`src/rtl/hilo_muldiv.sv`:
```
// hilo_muldiv: multiply/divide unit holding the architectural HI/LO registers.
//   MULT/MULTU/MTHI/MTLO complete at the accepting edge. DIV/DIVU run a
//   32-step restoring divider followed by one sign-fix cycle, holding busy high
//   for 33 cycles.
// Ports:
//   clk, rst_n   clock, asynchronous active-low reset
//   start, op    issue strobe and opcode (sampled only while busy=0)
//   a, b         rs / rt operands
//   flush        abort of an in-flight divide; also drops a start issued in IDLE
//   busy         divide in progress
//   done         one-cycle pulse after a MULT/MULTU/DIV/DIVU writes HI/LO
//   hi, lo       registered HI/LO
module hilo_muldiv (
   input  logic        clk,
   input  logic        rst_n,
   input  logic        start,
   input  logic [2:0]  op,
   input  logic [31:0] a,
   input  logic [31:0] b,
   input  logic        flush,
   output logic        busy,
   output logic        done,
   output logic [31:0] hi,
   output logic [31:0] lo
);

   localparam logic [2:0] OP_MULT  = 3'b001;
   localparam logic [2:0] OP_MULTU = 3'b010;
   localparam logic [2:0] OP_DIV   = 3'b011;
   localparam logic [2:0] OP_DIVU  = 3'b100;
   localparam logic [2:0] OP_MTHI  = 3'b101;
   localparam logic [2:0] OP_MTLO  = 3'b110;

   typedef enum logic [1:0] {S_IDLE, S_DIV, S_FIX} state_t;

   state_t      state, state_nxt;
   logic [4:0]  cnt;
   logic [31:0] dvd;       // dividend shifts out the top, quotient bits enter the bottom
   logic [31:0] dvs;
   logic [31:0] rem;
   logic [31:0] araw;      // raw dividend, returned in HI on divide by zero
   logic        qneg, rneg, div0;
   logic        done_q;
   logic [31:0] hi_q, lo_q;

   logic        accept, do_mul, do_div, sgn_div;
   logic [63:0] ea, eb, prod;
   logic [32:0] rem_sh, diff;

   assign accept  = (state == S_IDLE) & start & ~flush;
   assign do_mul  = accept & ((op == OP_MULT) | (op == OP_MULTU));
   assign do_div  = accept & ((op == OP_DIV) | (op == OP_DIVU));
   assign sgn_div = (op == OP_DIV);

   // One 64-bit multiplier serves both forms: sign- or zero-extend to 64 bits,
   // the low 64 bits of the product are then correct for either.
   assign ea   = {{32{(op == OP_MULT) & a[31]}}, a};
   assign eb   = {{32{(op == OP_MULT) & b[31]}}, b};
   assign prod = ea * eb;

   // Restoring step: shift in the next dividend bit, trial-subtract the divisor.
   assign rem_sh = {rem, dvd[31]};
   assign diff   = rem_sh - {1'b0, dvs};

   always_ff @(posedge clk or negedge rst_n) begin
      if (!rst_n) state <= S_IDLE;
      else        state <= state_nxt;
   end

   always_comb begin
      state_nxt = state;
      case (state)
         S_IDLE:  if (do_div) state_nxt = S_DIV;
         S_DIV:   if (flush) state_nxt = S_IDLE;
                  else if (cnt == 5'd31) state_nxt = S_FIX;
         S_FIX:   state_nxt = S_IDLE;
         default: state_nxt = S_IDLE;
      endcase
   end

   always_ff @(posedge clk or negedge rst_n) begin
      if (!rst_n) begin
         hi_q   <= '0;
         lo_q   <= '0;
         done_q <= 1'b0;
         cnt    <= '0;
         dvd    <= '0;
         dvs    <= '0;
         rem    <= '0;
         araw   <= '0;
         qneg   <= 1'b0;
         rneg   <= 1'b0;
         div0   <= 1'b0;
      end else begin
         done_q <= 1'b0;
         if (do_mul) begin
            hi_q   <= prod[63:32];
            lo_q   <= prod[31:0];
            done_q <= 1'b1;
         end
         if (accept && op == OP_MTHI) hi_q <= a;
         if (accept && op == OP_MTLO) lo_q <= a;
         if (do_div) begin
            dvd  <= (sgn_div & a[31]) ? -a : a;
            dvs  <= (sgn_div & b[31]) ? -b : b;
            rem  <= '0;
            cnt  <= '0;
            araw <= a;
            qneg <= sgn_div & (a[31] ^ b[31]);
            rneg <= sgn_div & a[31];
            div0 <= (b == 32'd0);
         end
         if (state == S_DIV && !flush) begin
            rem <= diff[32] ? rem_sh[31:0] : diff[31:0];
            dvd <= {dvd[30:0], ~diff[32]};
            cnt <= cnt + 5'd1;
         end
         if (state == S_FIX && !flush) begin
            // 0x80000000 / -1 falls out naturally: |q| = 0x80000000, signs agree.
            lo_q   <= div0 ? 32'hFFFF_FFFF : (qneg ? -dvd : dvd);
            hi_q   <= div0 ? araw : (rneg ? -rem : rem);
            done_q <= 1'b1;
         end
      end
   end

   assign busy = (state != S_IDLE);
   assign done = done_q;
   assign hi   = hi_q;
   assign lo   = lo_q;

endmodule

```
`config.mk`:
```
export PLATFORM = sky130hd
export DESIGN_NAME = hilo_muldiv
export DESIGN_NICKNAME = d
export VERILOG_FILES = /design/src/rtl/hilo_muldiv.sv
export SDC_FILE = /design/constraint.sdc
export NUM_CORES = 2
export LEC_CHECK = 0
export BUFFER_PORTS_ARGS = -buffer_cell sky130_fd_sc_hd__buf_2
export CORE_MARGIN = 4
export CORE_UTILIZATION = 67
export CTS_BUF_LIST = sky130_fd_sc_hd__clkbuf_8
export DETAILED_ROUTE_END_ITERATION = 12
export PLACE_DENSITY = 0.95
export REMOVE_ABC_BUFFERS = 1
export SYNTH_ARGS = -nofsm -noshare
export SYNTH_HDL_FRONTEND = slang
export SYNTH_SLANG_ARGS = --single-unit
```
`constraint.sdc`:
```
create_clock -name clk -period 4.72 [get_ports clk]
set_clock_uncertainty 0.1 [all_clocks]
set_input_delay 0.944 -clock clk [delete_from_list [all_inputs] [get_ports clk]]
set_output_delay 0.944 -clock clk [all_outputs]
set_load 0.05 [all_outputs]
```
==> summary.md, run 1 <==
| Metric | Value |
|---|---|
| GRT Overall Usage | 0.759 |
| I/O Buffers | 136 |
| #FFs+latches synth | a little over 200 |
| Synth Instances | ~5.9k |
| Global-route wire length before repair | roughly 440,000 um |
| Post-Synth Adder-Cell Area | 0.502 |
| Overflow after GRT | between 90 and 100 |
| Largest net degree at the start of global routing | around 110 |
| Post-CTS Hold Buffers | 0 |
| Main combinational cell family by area after synthesis | adder cells |
| Initial Utilization | 0.675 |
| Synth Flop Type | dfrtp_1 |
| Simple-Gate Fraction of Synth Area | 0.155 |
| CTS Sinks | ~200 |
| Async SR Flop Fraction | 1.00 |
| Distinct cells, synth | 69 |
| Compound-Gate Fraction of Synth Area | 0.0837 |
| Tool error | [ERROR GRT-0116] Global routing finished with congestion. Check the congestion regions in the DRC Viewer. |
| Placed inst area | 56,400 um2 |
| Status | stopped before the end |
| Seq/Total Area, Yosys | 0.0993 |
| Dpl hpwl | between 150,000 and 200,000 um |
| CTS Buf Count | 31 |
| Rows | ~100 |
| Netlist Area Pre-Place | approximately 51,000 um2 |
| Num ports | ~140 |
| Number of flops mapped to enable cells by yosys | 0 |
| Failed at | global routing (5_1_grt) |
| H-tree Lvls | 1 |
| XOR/XNOR Fraction of Synth Area | 0.0382 |
| Number of global-route vias before repair | 66.0k |
| Clock Path Buffers | 3 |
| Mapped Avg Cell Area | ~8.7 um2 |
| Yosys warns | 0 |
| Mux cell area share after synthesis | 0.00675 |
| CTS Root Cell | clkbuf_8 |
| GP Congestion | ~1.1 |
| Chip width | 284 um |
| Die height | 284 um |
[Yosys cell counts, drive strengths merged (56+ instances only)]
cell | number | area, um2
ha | 251 | 3140
xor2 | 92 | 806
buf | 56 | 215
o21ai | 270 | 1350
nand3 | 58 | 290
nand2 | 1082 | 4060
inv | 1193 | 4480
clkbuf | 314 | 1180
dfrtp | 203 | 5080
and2 | 292 | 1830
nor2 | 164 | 616
a21oi | 150 | 751
xnor2 | 131 | 1150
fa | 1126 | 22500
[cell families after synthesis]
| kind of cell | after synthesis |
|---|---|
| flops | 203 |
| xor+xnor | 223 |
| mux | 34 |
| simple gates | 1770 |
| fa+ha+maj | 1377 |
| buf+inv | 1563 |
| compound gates | 706 |
[per-layer routing]
layer | GRT overflow | track usage
met5 | 0 | 0.545
met4 | 42 | 0.720
met3 | 9 | 0.709
met2 | 43 | 0.871
met1 | 4 | 0.729
[per-stage QoR]
stage           util  hold slack [ns]  setup TNS [ns]  setup slack (ns)  instances
3_3_place_gp   0.744            0.352         -194.22             -4.29       7202
3_5_place_dp   0.744            0.362         -212.88             -4.96       7202
2_1_floorplan      -            0.340         -383.59             -4.63       5506
4_1_cts        0.780            0.379         -152.59             -3.56       7306
[timing repair]
item / CTS
pin swaps: 192
setup buffers: 54
setup endpoints to repair: 58
gates resized for setup: 464
==> run 2: changes to the inputs <==
--- a/config.mk
+++ b/config.mk
@@ -7,10 +7,9 @@
 export LEC_CHECK = 0
 export BUFFER_PORTS_ARGS = -buffer_cell sky130_fd_sc_hd__buf_2
 export CORE_MARGIN = 4
-export CORE_UTILIZATION = 67
-export CTS_BUF_LIST = sky130_fd_sc_hd__clkbuf_8
+export CORE_UTILIZATION = 40
 export DETAILED_ROUTE_END_ITERATION = 12
-export PLACE_DENSITY = 0.95
+export PLACE_DENSITY_LB_ADDON = 0.15
 export REMOVE_ABC_BUFFERS = 1
 export SYNTH_ARGS = -nofsm -noshare
 export SYNTH_HDL_FRONTEND = slang
==> run 2 against run 1 <==
The flow now finishes, with violations (negative setup slack). Synthesized cell count unchanged. Area after synthesis is the same.
==> summary.md, run 2 <==
| Metric | Value |
|---|---|
| Fin util | 0.496 |
| Global-route wire length before repair | about 270,000 um |
| Worst EP arrival | around 8.5 ns |
| Synth Flop Type | dfrtp_1 |
| Die ar. | approximately 130,000 um2 |
| Layout area overhead | 22.5% |
| CORE AREA | between 100,000 and 150,000 um2 |
| GP Congestion | between 0.9 and 1 |
| Clock Path Buffers | 3 |
| Met1 Resource Use GR | 0.378 |
| Final setup vio count | 58 |
| Max stage delay on crit path | about 0.56 ns |
| Storage cell area | ~5100 um2 |
| Initial Utilization | 0.405 |
| RR Endpoint | rem[10] |
| Max_slew headroom | 0.234 |
| Initial antenna violation count | 6 |
| CTS Buf Count | 24 |
| Starting DRC count in detailed routing | between 2k and 3k |
| H-tree Lvls | 1 |
| Chip width | around 370 um |
| Seq/Total Area, Yosys | 0.0993 |
| DRC Markers | 0 |
| Maximum clock rate | 123 MHz |
| Final ANT Viol Nets | 0 |
| Skew-Pair Late Insertion Delay | ~0.56 ns |
| Worst hold slack | around 0.26 ns |
| Reg2reg path depth | 15 |
| Die height | between 300 and 400 um |
| Netlist Area Pre-Place | 51,100 um2 |
| Status | complete, but fails checks |
| Crit path capture type | register |
| RR Startpoint | dvd[31] |
| I/O Buffers | 136 |
| Synth Instances | around 5.9k |
| Number of flops mapped to enable cells by yosys | 0 |
| Design Area, Final | 62,600 um2 |
| Flop2flop setup slack | between 0.6 and 0.7 ns |
| #FFs+latches synth | 203 |
| Final #Nets | 7,834 |
| Largest net degree at the start of global routing | 90 |
| Area of the multi-input gates | roughly 42,000 um2 |
| Non-Filler Instances | a little over 8k |
| RSZ-0062 raised after global routing | true |
| Fin crit period | 8.15 ns |
| Final Cycle Share | 1.73 |
| Distinct cells, synth | 69 |
| Max-cap violations | 0 |
| ANT cells | 0 |
| Post-CTS Hold Buffers | 0 |
| Number of global-route vias before repair | 44.5k |
| Placed inst area | 57,700 um2 |
| Crit path launch type | input pin |
| Vias | 41.5k |
| Least-Margin Pin Slew | between 1 and 1.5 ns |
| Slew Limit Fails | 0 |
| Setup ws final | -3.43 ns |
| Mapped Avg Cell Area | about 8.7 um2 |
| Met3 Use GR | 0.0395 |
| Most common cell after layout, fill and taps aside | inv_1 |
| Hold WC Path Type | in -> async |
| Placed cells | approximately 7.9k |
| Violated checks | negative setup slack |
| Critical path class | in -> reg |
| GRT Overall Usage | 0.262 |
| CP required | 5.06 ns |
| Yosys warns | 0 |
| Final WL | 172,000 um |
| CTS Root Cell | clkbuf_16 |
| Critical path fanouts, max | 4 |
| Top-area cell type share of the netlist area | 0.441 |
| CTS tree | yes |
| Vias per cell | 5.15 |
| Crit path max-delay cell type | fa_2 |
| Drt pass-1 iters | 7 |
| Top cell type by total area after synthesis | fa_1 |
| Gr busiest metal | met2 |
| DR WL/cell | 21.4 um |
| Top post-synthesis cells by count | inv_1, fa_1, nand2_1 |
| Overflow after GRT | 0 |
| Dpl hpwl | between 100,000 and 150,000 um |
| Grt met2 use | 0.420 |
| Num ports | 137 |
| Share of layout cells above drive strength 1 | 0.206 |
| Clk pin slew, worst setup/hold paths | ~0.060 ns |
| CTS Sinks | 203 |
| Rows | 130 |
| Area contributors post-synth | fa_1, dfrtp_1, inv_1 |
| Most frequent cells in the layout | inv_1, fa_1, nand2_1 |
| Top-count cell post-synth | inv_1 |
| # fillers | roughly 12k |
| Final Hold Viols | 0 |
| Setup crit end | hi[27] |
| Crit path from | op[1] |
| Crit-path most repeated cell | fa_1 |
| Async SR Flop Fraction | 1.00 |
[run 2: worst min path at each step]
| stage | startpoint | end | slack [ns] | cells after the start |
|---|---|---|---|---|
| 4_1_cts | rst_n | lo[14] | 0.33 | 1 |
| 6_report | rst_n | lo[14] | 0.26 | 1 |
| 5_1_grt | rst_n | lo[16] | 0.34 | 1 |
| 3_3_place_gp | lo[31] | lo[31] | 0.35 | 2 |
| 2_1_floorplan | araw[19] | araw[19] | 0.34 | 2 |
| 3_5_place_dp | araw[19] | araw[19] | 0.36 | 2 |
[run 2: timing repair]
action,CTS,global route
pin swaps,190,280
gates resized for setup,479,361
setup buffers,50,60
setup endpoints to repair,59,58
gates cloned,1,4
[run 2: kinds of logic after synthesis]
logic type	after synthesis	synth area share
simple gates	1770	0.155
buf+inv	1563	0.115
fa+ha+maj	1377	0.502
compound gates	706	0.0837
xor+xnor	223	0.0382
flops	203	0.0993
mux	34	0.00675
[run 2: critical path, delay by kind of cell]
family | cells | cell delay [ns]
fa+ha+maj | 9 | 4.20
compound gates | 8 | 1.78
xor+xnor | 1 | 0.11
buf+inv | 10 | 0.70
simple gates | 5 | 0.73
[run 2: per-layer routing]
layer	wire (um)	up-vias	part of all wire
met5	0	-	0
met4	4120	0	0.024
met3	12000	187	0.069
met2	77700	1177	0.45
met1	78400	21500	0.46
li1	-	18700	-
[run 2: final cells by class]
cell class | instances | area share
clock buffer | 35 | 0.0114
sequential | 203 | 0.0811
inverter | 1193 | 0.0718
timing repair buffer | 854 | 0.125
tap | 1650 | 0.0330
clock inverter | 9 | 0.00258
multi-input combinational | 4110 | 0.676
[run 2: stage by stage]
step | TNS [ns] | setup slack, ns
global route | -160.30 | -3.65
finish | -148.38 | -3.43
global placement | -203.11 | -4.36
floorplan | -383.59 | -4.63
CTS | -147.74 | -3.37
detailed placement | -205.03 | -4.53
Power of run 2 is left out: the tool's default activity adds up to more than one toggle a clock period on the data nets, which glitch-free logic cannot reach.
